`src/rtl/hc595_pkg.sv`:
```
// Shared constants, word type and helpers for the hc595_rx three-wire display-link receiver.
package hc595_pkg;

    localparam int HC595_WIDTH_DEF = 16;
    localparam int HC595_SYNC_DEF  = 2;
    localparam int HC595_ERR_W     = 8;

    typedef logic [HC595_WIDTH_DEF-1:0] hc595_word_t;

    // Saturating increment for the frame-error counter.
    function automatic logic [HC595_ERR_W-1:0] hc595_err_inc(input logic [HC595_ERR_W-1:0] cnt);
        if (cnt == {HC595_ERR_W{1'b1}}) begin
            return cnt;
        end else begin
            return cnt + {{(HC595_ERR_W-1){1'b0}}, 1'b1};
        end
    endfunction

endpackage

```
`src/rtl/hc595_rx_if.sv`:
```
// Bundle of the serial link lines, output enable and parallel result of hc595_rx.
interface hc595_rx_if
    import hc595_pkg::*;
#(
    parameter int WIDTH = HC595_WIDTH_DEF
) ();

    logic                   ser_data;
    logic                   ser_shcp;
    logic                   ser_stcp;
    logic                   oe_n;
    logic [WIDTH-1:0]       q;
    logic                   q_valid;
    logic                   frame_err;
    logic [HC595_ERR_W-1:0] err_cnt;

    modport master (
        output ser_data, ser_shcp, ser_stcp, oe_n,
        input  q, q_valid, frame_err, err_cnt
    );

    modport slave (
        input  ser_data, ser_shcp, ser_stcp, oe_n,
        output q, q_valid, frame_err, err_cnt
    );

endinterface

```
`src/rtl/hc595_sync_edge.sv`:
```
// Multi-flop synchronizer with rising-edge detect; edges are masked for SYNC_STAGES+1
// cycles after reset so a line already high at release is not seen as an edge.
module hc595_sync_edge #(
    parameter int SYNC_STAGES = 2
) (
    input  logic clk_i,
    input  logic rst_i,
    input  logic line_i,
    output logic sync_o,
    output logic rise_o
);

    localparam int             WARM   = SYNC_STAGES + 1;
    localparam int             CW     = $clog2(WARM + 1);
    localparam logic [CW-1:0]  WARM_C = CW'(WARM);

    logic [SYNC_STAGES-1:0] sync_q;
    logic                   edge_q;
    logic [CW-1:0]          warm_q;

    // Synchronizer chain, previous-value flop and warm-up counter.
    always_ff @(posedge clk_i) begin
        if (rst_i) begin
            sync_q <= {SYNC_STAGES{1'b0}};
            edge_q <= 1'b0;
            warm_q <= {CW{1'b0}};
        end else begin
            sync_q <= {sync_q[SYNC_STAGES-2:0], line_i};
            edge_q <= sync_q[SYNC_STAGES-1];
            if (warm_q != WARM_C) begin
                warm_q <= warm_q + {{(CW-1){1'b0}}, 1'b1};
            end else begin
                warm_q <= warm_q;
            end
        end
    end

    assign sync_o = sync_q[SYNC_STAGES-1];
    assign rise_o = sync_q[SYNC_STAGES-1] & ~edge_q & (warm_q == WARM_C);

endmodule

```
`src/rtl/hc595_rx.sv`:
```
// 74HC595-style serial-to-parallel receiver. Define HC595_RX_FRAME_CHECK_EN to build the
// bit counter and the frame_err / err_cnt logic; otherwise those outputs are tied to 0.
module hc595_rx
    import hc595_pkg::*;
#(
    parameter int WIDTH       = HC595_WIDTH_DEF,
    parameter int SYNC_STAGES = HC595_SYNC_DEF
) (
    input  logic      clk,
    input  logic      rst,
    hc595_rx_if.slave bus
);

    logic                   shift_s;
    logic                   latch_s;
    logic                   data_s;
    logic                   shcp_sync_s;
    logic                   stcp_sync_s;
    logic [SYNC_STAGES-1:0] data_sync_q;
    logic [WIDTH-1:0]       sr_q;
    logic [WIDTH-1:0]       sr_d;
    logic [WIDTH-1:0]       q_reg_q;
    logic [WIDTH-1:0]       q_reg_d;
    logic                   q_valid_q;

    hc595_sync_edge #(.SYNC_STAGES(SYNC_STAGES)) u_shcp (
        .clk_i  (clk),
        .rst_i  (rst),
        .line_i (bus.ser_shcp),
        .sync_o (shcp_sync_s),
        .rise_o (shift_s)
    );

    hc595_sync_edge #(.SYNC_STAGES(SYNC_STAGES)) u_stcp (
        .clk_i  (clk),
        .rst_i  (rst),
        .line_i (bus.ser_stcp),
        .sync_o (stcp_sync_s),
        .rise_o (latch_s)
    );

    // Data line is only synchronized; it is aligned with the shcp chain so it is
    // sampled at the same depth as the detected clock edge.
    always_ff @(posedge clk) begin
        if (rst) begin
            data_sync_q <= {SYNC_STAGES{1'b0}};
        end else begin
            data_sync_q <= {data_sync_q[SYNC_STAGES-2:0], bus.ser_data};
        end
    end

    assign data_s = data_sync_q[SYNC_STAGES-1];

    // Shift register and output latch; a simultaneous latch captures sr before the shift.
    always_comb begin
        sr_d    = sr_q;
        q_reg_d = q_reg_q;
        if (shift_s) begin
            sr_d = {data_s, sr_q[WIDTH-1:1]};
        end else begin
            sr_d = sr_q;
        end
        if (latch_s) begin
            q_reg_d = sr_q;
        end else begin
            q_reg_d = q_reg_q;
        end
    end

    // Datapath registers.
    always_ff @(posedge clk) begin
        if (rst) begin
            sr_q      <= {WIDTH{1'b0}};
            q_reg_q   <= {WIDTH{1'b0}};
            q_valid_q <= 1'b0;
        end else begin
            sr_q      <= sr_d;
            q_reg_q   <= q_reg_d;
            q_valid_q <= latch_s;
        end
    end

`ifdef HC595_RX_FRAME_CHECK_EN
    localparam int               CNT_W    = $clog2(WIDTH + 2);
    localparam logic [CNT_W-1:0] CNT_ZERO = {CNT_W{1'b0}};
    localparam logic [CNT_W-1:0] CNT_ONE  = CNT_W'(1);
    localparam logic [CNT_W-1:0] CNT_FULL = CNT_W'(WIDTH);
    localparam logic [CNT_W-1:0] CNT_SAT  = CNT_W'(WIDTH + 1);

    logic [CNT_W-1:0]       bit_cnt_q;
    logic [CNT_W-1:0]       bit_cnt_d;
    logic                   frame_err_q;
    logic                   frame_err_d;
    logic [HC595_ERR_W-1:0] err_cnt_q;
    logic [HC595_ERR_W-1:0] err_cnt_d;

    // Bit counting and frame check; a same-cycle shift counts as the first bit of the next frame.
    always_comb begin
        bit_cnt_d   = bit_cnt_q;
        frame_err_d = 1'b0;
        err_cnt_d   = err_cnt_q;
        if (latch_s) begin
            frame_err_d = (bit_cnt_q != CNT_FULL);
            if (frame_err_d) begin
                err_cnt_d = hc595_err_inc(err_cnt_q);
            end else begin
                err_cnt_d = err_cnt_q;
            end
            bit_cnt_d = shift_s ? CNT_ONE : CNT_ZERO;
        end else if (shift_s && (bit_cnt_q != CNT_SAT)) begin
            bit_cnt_d = bit_cnt_q + CNT_ONE;
        end else begin
            bit_cnt_d = bit_cnt_q;
        end
    end

    // Frame-check registers.
    always_ff @(posedge clk) begin
        if (rst) begin
            bit_cnt_q   <= CNT_ZERO;
            frame_err_q <= 1'b0;
            err_cnt_q   <= {HC595_ERR_W{1'b0}};
        end else begin
            bit_cnt_q   <= bit_cnt_d;
            frame_err_q <= frame_err_d;
            err_cnt_q   <= err_cnt_d;
        end
    end

    assign bus.frame_err = frame_err_q;
    assign bus.err_cnt   = err_cnt_q;
`else
    assign bus.frame_err = 1'b0;
    assign bus.err_cnt   = {HC595_ERR_W{1'b0}};
`endif

    assign bus.q       = bus.oe_n ? {WIDTH{1'b0}} : q_reg_q;
    assign bus.q_valid = q_valid_q;

endmodule

```
`src/flat_wrapper.sv`:
```
// flat-port wrapper written by rule: the top's interface ports become plain ports
module hc595_rx_flat import hc595_pkg::*;
#(
    parameter int WIDTH       = HC595_WIDTH_DEF,
    parameter int SYNC_STAGES = HC595_SYNC_DEF
)
  (clk, rst, bus_ser_data, bus_ser_shcp, bus_ser_stcp, bus_oe_n, bus_q, bus_q_valid, bus_frame_err, bus_err_cnt);
  hc595_rx_if #(.WIDTH(WIDTH)) bus_i ();
  input  logic clk;
  input  logic rst;
  input wire logic [$bits(bus_i.ser_data)-1:0] bus_ser_data;
  input wire logic [$bits(bus_i.ser_shcp)-1:0] bus_ser_shcp;
  input wire logic [$bits(bus_i.ser_stcp)-1:0] bus_ser_stcp;
  input wire logic [$bits(bus_i.oe_n)-1:0] bus_oe_n;
  output wire logic [$bits(bus_i.q)-1:0] bus_q;
  output wire logic [$bits(bus_i.q_valid)-1:0] bus_q_valid;
  output wire logic [$bits(bus_i.frame_err)-1:0] bus_frame_err;
  output wire logic [$bits(bus_i.err_cnt)-1:0] bus_err_cnt;
  assign bus_i.ser_data = bus_ser_data;
  assign bus_i.ser_shcp = bus_ser_shcp;
  assign bus_i.ser_stcp = bus_ser_stcp;
  assign bus_i.oe_n = bus_oe_n;
  assign bus_q = bus_i.q;
  assign bus_q_valid = bus_i.q_valid;
  assign bus_frame_err = bus_i.frame_err;
  assign bus_err_cnt = bus_i.err_cnt;
  hc595_rx #(.WIDTH(WIDTH), .SYNC_STAGES(SYNC_STAGES)) u_core (.clk(clk), .rst(rst), .bus(bus_i));
endmodule
```
`config.mk`:
```
export PLATFORM = sky130hd
export DESIGN_NAME = hc595_rx_flat
export DESIGN_NICKNAME = d
export VERILOG_FILES = /design/src/rtl/hc595_pkg.sv /design/src/rtl/hc595_rx_if.sv /design/src/rtl/hc595_sync_edge.sv /design/src/rtl/hc595_rx.sv /design/src/flat_wrapper.sv
export SDC_FILE = /design/constraint.sdc
export NUM_CORES = 1
export LEC_CHECK = 0
export ABC_AREA = 1
export CAP_MARGIN = 30
export CORE_MARGIN = 10
export CORE_UTILIZATION = 40
export DETAILED_ROUTE_END_ITERATION = 10
export SYNTH_ARGS = -nofsm -noshare
export SYNTH_HDL_FRONTEND = slang
export SYNTH_HIERARCHICAL = 1
export SYNTH_SLANG_ARGS = --single-unit
```
`constraint.sdc`:
```
create_clock -name clk -period 4.3 [get_ports clk]
set_clock_uncertainty 0.1 [all_clocks]
set_input_delay 1.075 -clock clk [delete_from_list [all_inputs] [get_ports clk]]
set_output_delay 1.075 -clock clk [all_outputs]
set_load 0.05 [all_outputs]
```
==> flow_metrics.tcl, run 1 <==
set metrics [dict create \
    multi_input_area_um2 733 \
    cp-end-kind "output pin" \
    antenna_left 0 \
    switching_share_pct 26.0 \
    synth-main-ff-cell "dfxtp_1" \
    yosys.cell_count.top_type "nor2_1" \
    clk_latency_ns 0.29 \
    cts-root-buf "clkbuf_8" \
    hold_path_class "reg2reg" \
    worstPathRequired_ns 3.12 \
    yosysWarnings 6 \
    ys_seq_area_share_pct 46.2 \
    syn2layout_area_growth_pct 12.8 \
    cts_tree "built" \
    drive_gt1_share_pct 11.4 \
    totalWireLength_mm 3.03 \
    min_period_ns 3.38 \
    setup_slack_ns 0.921 \
    first_pass_iters 4 \
    outcome "complete, no violations" \
    maxCapViolCount 0 \
    criticalPathCategory "in2out" \
    synthCells 289 \
    diodes 0 \
    synth.cell_area_um2 1950 \
    synthDistinctLibCells 14 \
    num_io_pins 32 \
    grt_pass1_wl_mm 5.49 \
    critPathArrivalTime_ns 2.20 \
    drc 0 \
    fin_total_pwr_uw 774 \
    synth_edf_count 0 \
    die_h_um 89.8 \
    power_density_nw_per_um2 352 \
    globalplace.congestion 0.644 \
    cts.path.max_buffers 2 \
    final_util_pct 46.6 \
    netlist.area_leader.share_pct 46.2 \
    slew_violations 0 \
    setup_viol 0 \
    pwr-share-comb_pct 11.3 \
    pwr-share-seq_pct 56.9 \
    worst_pin_slew_ns 0.542 \
    drt_iter0_drc 73 \
    ys_ff_latch 45 \
    cts_hold_buf 0 \
    cts.clk_slew.worst_paths_ns 0.08 \
    vias_per_cell 3.86 \
    worstPathMaxFanout 16 \
    numCtsBuffers 5 \
    hold_viol 0 \
    cts_setup_buffers 0 \
    grt-ovfl-total 0 \
    dp.final_hpwl_mm 2.06 \
    antenna_found_initial 0 \
    syn_avg_cell_area_um2 6.75 \
    p_int_uw 572 \
    seq_area_um2 901 \
    relSlewSlack_pct 63.8 \
    grt_max_degree 34 \
    rsz0062_at_grt "false" \
    clock.fmax_mhz 296 \
    initial_core_util_pct 41.3 \
    die_w_um 89.8 \
    grt_use_total_pct 7.79 \
    core_um2 4720 \
    placementRows 25 \
    wl_per_cell_um 8.08 \
    async_flop_share_pct 0 \
    dr_total_vias 1449 \
    r2r_setup_slack_ns 2.71 \
    p_leak_uw 0.000946 \
    synthTopCellsByArea "dfxtp_1, nor2_1, nand2_1" \
    p_clk_share_pct 31.9 \
    fin_crit_sh_pct 78.6 \
    peakVddDrop_mv 0.219 \
    worst_setup_path_start_kind "input port" \
    cts_resized 0 \
    cts.htree.levels 2 \
    nFillCells 494 \
    post-place-ws_ns 0.880 \
    fin_nets 315 \
    ys_top_cells_by_count "nor2_1, nand2_1, dfxtp_1" \
    dieArea_um2 8070 \
    port_buffers 22 \
    tns_ns 0 \
    cts_num_sinks 45 \
    switchingPower_uw 201 \
    grt_pass1_vias 1336 \
    yosysTopAreaCell "dfxtp_1" \
]
## cell families after synthesis
kind of cell / share of synthesized area [%]
DFF: 46.2
adders and majority gates: 1.28
buffers and inverters: 18.4
other: 0.192
and+or+nand+nor: 33.9
## stage by stage
stage | cell area, µm² | hold slack [ns] | std cells
after floorplan | 1980 | 0.288 | 297
after global placement | 2090 | 0.289 | 366
after detailed placement | 2120 | 0.293 | 367
after CTS | 2200 | 0.305 | 375
after global routing | 2200 | 0.337 | 375
final | 2200 | 0.303 | 375
## cell usage in the layout, fill, tap and decap left out, drive strengths merged, types with 6 or more instances in the layout
cell type,n
clkbuf,6
dfxtp,45
nand2,72
buf,18
nor2,97
conb,9
clkdlybuf4s50,6
inv,49
## area by class of cell
class / count / share of cell area, %
repair buffers: 24 / 9.78
flip-flops and latches: 45 / 41.0
clock buffers: 6 / 3.30
well taps: 67 / 3.81
clock inverters: 2 / 0.455
multi-input cells: 182 / 33.3
inverters: 49 / 8.36
## flip-flops by register name, indices dropped and copies added (netlist names)
register / count
u_core/u_shcp/warm_q: 2
u_core/q_reg_q: 16
u_core/data_sync_q: 2
u_core/u_stcp/sync_q: 2
u_core/bus.q_valid: 1
u_core/u_shcp/edge_q: 1
u_core/u_shcp/sync_q: 2
u_core/u_stcp/edge_q: 1
u_core/u_stcp/warm_q: 2
u_core/sr_q: 16
## per-layer routing
metal / global-route usage, % / up-vias / wire (µm)
li1: - / 829 / -
met4: 3.23 / 0 / 48
met5: 0 / - / 0
met1: 8.50 / 587 / 1520
met2: 12.5 / 28 / 1220
met3: 3.99 / 5 / 237
## power by group through the flow
stage	Combinational, µW	Sequential, µW	Clock, µW
after CTS	88.0	440	258
after detailed placement	88.0	450	0
after global placement	85.6	450	0
after floorplan	80.4	449	0
after global routing	101	442	277
final	87.0	440	246
## critical path: stages
cell             delay, ns
clkdlybuf4s50_1       0.81
nor2_1                0.11
buf_4                 0.21
## path summary, 6_finish.rpt
kind / from / end / cells after the start
max reg2reg: u_core/u_stcp/warm_q[0] / u_core/q_reg_q[11] / 7
min reg2reg: u_core/u_stcp/sync_q[0] / u_core/u_stcp/sync_q[1] / 2
max: bus_oe_n / bus_q[15] / 3
min: u_core/u_stcp/sync_q[0] / u_core/u_stcp/sync_q[1] / 2
(Power assumes the default switching activity.)
==> run 2: changes to the inputs <==
Settings changed: PLACE_DENSITY set to 0.65.
Clock period 4.3 ns to 3 ns, I/O delays scaled along.
==> run 2 against run 1 <==
  * Count of clock-buffer cells in the layout grew 1
  * Final area rose by 9.1%
  * Cell count is 0.27% higher
  * Worst hold slack gained 0.0034 ns
  * Worst setup slack worse by 0.72 ns
  * Combinational power up 49%
  * Largest power group unchanged
  * Sequential cell count unchanged
  * Utilization is 4.2 points higher
==> flow_metrics.tcl, run 2 (synthesis gave the netlist of run 1 again) <==
set metrics [dict create \
    drc 0 \
    grt_max_degree 33 \
    setup_viol 0 \
    final_common_cell "nor2_1" \
    drt_iter0_drc 65 \
    dr_total_vias 1498 \
    core_um2 4720 \
    cts.path.max_buffers 2 \
    hold_viol 0 \
    criticalPathCategory "in2out" \
    port_buffers 22 \
    reg_top3 "u_core/q_reg_q x16, u_core/sr_q x16" \
    antenna_found_initial 0 \
    wl_per_cell_um 8.43 \
    fin_nets 316 \
    cts-root-buf "clkbuf_8" \
    cts_hold_buf 0 \
    p_leak_uw 0.000996 \
    place_inst 368 \
    min_period_ns 2.80 \
    final_cell_count_no_fill 376 \
    wl_met1_mm 1.46 \
    cts.htree.levels 2 \
    hold_path_class "reg2reg" \
    numCtsBuffers 5 \
    maxCapViolCount 0 \
    tns_ns 0 \
    wl_met3_um 232 \
    vias_per_cell 3.98 \
    drive_gt1_share_pct 12.0 \
    cts.clk_slew.worst_paths_ns 0.08 \
    power_density_nw_per_um2 483 \
    dp.final_hpwl_mm 2.18 \
    grt_pass1_vias 1350 \
    cp-end-kind "output pin" \
    worst_pin_slew_ns 0.557 \
    grt_use_total_pct 8.04 \
    cts_num_sinks 45 \
    grt_pass1_wl_mm 5.64 \
    clock.fmax_mhz 358 \
    layout_common_cells "nor2_1, nand2_1, dfxtp_1" \
    cts_tree "built" \
    peakVddDrop_mv 0.231 \
    final_util_pct 50.8 \
    worstPathRequired_ns 2.15 \
    outcome "complete, no violations" \
    diodes 0 \
    slew_violations 0 \
    relSlewSlack_pct 62.8 \
    first_pass_iters 4 \
    met2RoutedLength_mm 1.45 \
    placementRows 25 \
    setup_slack_ns 0.204 \
    worst_setup_path_start_kind "input port" \
    initial_core_util_pct 41.3 \
    num_io_pins 32 \
    post-place-ws_ns 0.162 \
    globalplace.congestion 0.718 \
    antenna_left 0 \
    die_h_um 89.8 \
    cts_resized 0 \
    critPathArrivalTime_ns 1.95 \
    totalWireLength_mm 3.17 \
    worstPathMaxFanout 16 \
    rsz0062_at_grt "false" \
    grt-ovfl-total 0 \
    syn2layout_area_growth_pct 23.0 \
    cts_setup_buffers 0 \
    dr.max_layer_used "met4" \
    die_w_um 89.8 \
    dieArea_um2 8070 \
    clk_latency_ns 0.29 \
    fin_crit_sh_pct 93.2 \
]
run 2: area by class of cell:
type                    count  area (µm²)
repair buffers             25         403
clock buffers               7        96.3
flip-flops and latches     45         901
well taps                  67        83.8
inverters                  49         184
fillers                   473        2320
multi-input cells         182         727
clock inverters             1        5.00
run 2: critical path, stage by stage:
cell and delay (ns):
clkdlybuf4s50_1 0.70, nor2_1 0.32, buf_12 0.17
run 2: path summary, 6_finish.rpt:
| kind | startpoint | endpoint | slack [ns] | cells after the start |
|---|---|---|---|---|
| max | bus_oe_n | bus_q[0] | 0.20 | 3 |
| min | u_core/u_stcp/sync_q[0] | u_core/u_stcp/sync_q[1] | 0.31 | 2 |
| max reg2reg | u_core/u_stcp/warm_q[0] | u_core/q_reg_q[11] | 1.39 | 7 |
| min reg2reg | u_core/u_stcp/sync_q[0] | u_core/u_stcp/sync_q[1] | 0.31 | 2 |
run 2: through the flow:
step | total power (µW) | cell area, µm² | hold WS (ns)
after floorplan | 758 | 1980 | 0.288
after global routing | 1220 | 2400 | 0.323
final | 1160 | 2400 | 0.306
after detailed placement | 776 | 2300 | 0.295
after CTS | 1180 | 2400 | 0.307
after global placement | 772 | 2300 | 0.289
run 2: power by group:
part           leakage [µW]  internal [µW]  switching [µW]
sequential         0.000365            619            11.6
combinational      0.000577           43.8            86.3
clock             0.0000542            208             191
run 2: routing by layer:
layer,vias to the layer above,GRT usage [%]
li1,832,-
met1,630,8.45
met2,32,13.7
met3,4,3.82
met4,0,2.83
met5,-,0
==> run 3: changes to the inputs <==
Settings changed: MAX_ROUTING_LAYER set to met4, SETUP_SLACK_MARGIN set to 0.05.
==> run 3 against run 2 <==
  * Fmax rose by 0.19%
  * Register-to-register slack is essentially flat
  * Power about the same
  * Global-route usage up 0.22 points
==> flow_metrics.tcl, run 3 (synthesis gave the netlist of run 1 again) <==
set metrics [dict create \
    outcome "complete, no violations" \
    p_leak_uw 0.000996 \
    syn2layout_area_growth_pct 23.0 \
    grt_pass1_wl_mm 5.64 \
    multi_input_area_um2 727 \
    globalplace.congestion 0.726 \
    clock.fmax_mhz 358 \
    rsz0062_at_grt "false" \
    worstPathMaxFanout 16 \
    path_buf_inv 2 \
    worst_pin_slew_ns 0.550 \
    cts.clk_slew.worst_paths_ns 0.08 \
    layout_common_cells "nor2_1, nand2_1, dfxtp_1" \
    diodes 0 \
    reg_top3 "u_core/q_reg_q x16, u_core/sr_q x16" \
    first_pass_iters 4 \
    hold_viol 0 \
    initial_core_util_pct 41.3 \
    criticalPathCategory "in2out" \
    vias_per_cell 3.98 \
    cts-root-buf "clkbuf_8" \
    hold_path_class "reg2reg" \
    wl_per_cell_um 8.42 \
    crit_chain "clkdlybuf4s50_1 -> nor2_1 -> buf_12" \
    power_density_nw_per_um2 483 \
    relSlewSlack_pct 63.2 \
    cts.path.max_buffers 2 \
    placementRows 25 \
    cpPeakStageDelay_ns 0.69 \
    die_h_um 89.8 \
    antenna_left 0 \
    maxCapViolCount 0 \
    cts_num_sinks 45 \
    num_io_pins 32 \
    slew_violations 0 \
    nFillCells 473 \
    peakVddDrop_mv 0.231 \
    drt_iter0_drc 85 \
    grt_use_total_pct 8.26 \
    min_period_ns 2.79 \
    numCtsBuffers 5 \
    grt_max_degree 33 \
    fin_crit_sh_pct 93.0 \
    setup_viol 0 \
    holdWs_ns 0.306 \
    totalWireLength_mm 3.17 \
    final_common_cell "nor2_1" \
    cts_resized 0 \
    dieArea_um2 8070 \
    fin_total_pwr_uw 1160 \
    place_inst 368 \
    cp-end-kind "output pin" \
    clk_latency_ns 0.29 \
    drc 0 \
    cts.htree.levels 2 \
    port_buffers 22 \
    cp_slowest_cell "clkdlybuf4s50_1" \
    cts_hold_buf 0 \
    grt-ovfl-total 0 \
    worstPathRequired_ns 2.15 \
    die_w_um 89.8 \
    antenna_found_initial 0 \
    seq_area_um2 901 \
    worst_setup_path_start_kind "input port" \
    dp.final_hpwl_mm 2.18 \
    drive_gt1_share_pct 12.0 \
    fin_nets 316 \
    core_um2 4720 \
    grt_pass1_vias 1352 \
    cts_setup_buffers 0 \
    dr_total_vias 1496 \
    critPathArrivalTime_ns 1.94 \
    final_cell_count_no_fill 376 \
    crit_family "buffers and inverters" \
    tns_ns 0 \
    cts_tree "built" \
]
-- run 3: cell counts in the layout (fill, tap and decap cells not counted) --
No cell type changed its count.
-- run 3: routing by layer --
layer | GRT usage [%] | vias up | routed length, µm
met3 | 3.82 | 2 | 220
li1 | - | 831 | -
met4 | 2.83 | 0 | 10
met1 | 8.41 | 631 | 1430
met5 | - | - | 0
met2 | 13.7 | 32 | 1510
-- run 3: path summary, 6_finish.rpt --
| path | start | end | slack, ns | cells after the start |
|---|---|---|---|---|
| hold reg to reg | u_core/u_stcp/sync_q[0] | u_core/u_stcp/sync_q[1] | 0.31 | 2 |
| setup / recovery | bus_oe_n | bus_q[0] | 0.21 | 3 |
| hold / removal | u_core/u_stcp/sync_q[0] | u_core/u_stcp/sync_q[1] | 0.31 | 2 |
| setup reg to reg | u_core/u_stcp/warm_q[0] | u_core/q_reg_q[12] | 1.38 | 7 |
-- run 3: per-stage QoR --
stage / utilization (%) / cell area (µm²) / worst slack (ns)
6_report: 50.8 / 2400 / 0.209
5_1_grt: 50.8 / 2400 / 0.0939
4_1_cts: 50.8 / 2400 / 0.163
3_5_place_dp: 48.7 / 2300 / 0.162
3_3_place_gp: 48.7 / 2300 / 0.202
2_1_floorplan: - / 1980 / 0.435
-- run 3: area by class of cell --
type | instances | area share (%)
flip-flops and latches | 45 | 37.5
multi-input cells | 182 | 30.3
repair buffers | 25 | 16.8
inverters | 49 | 7.66
clock buffers | 7 | 4.01
well taps | 67 | 3.49
clock inverters | 1 | 0.209
-- run 3: where the power goes --
part | switching [µW] | total (µW) | internal [µW]
combinational | 86.2 | 130 | 43.8
clock | 190 | 398 | 208
sequential | 11.6 | 631 | 619
-- run 3: worst min-delay path, stage by stage (launching register included) --
cell and delay [ns]:
dfxtp_1 0.30, inv_1 0.04, nor2_1 0.03
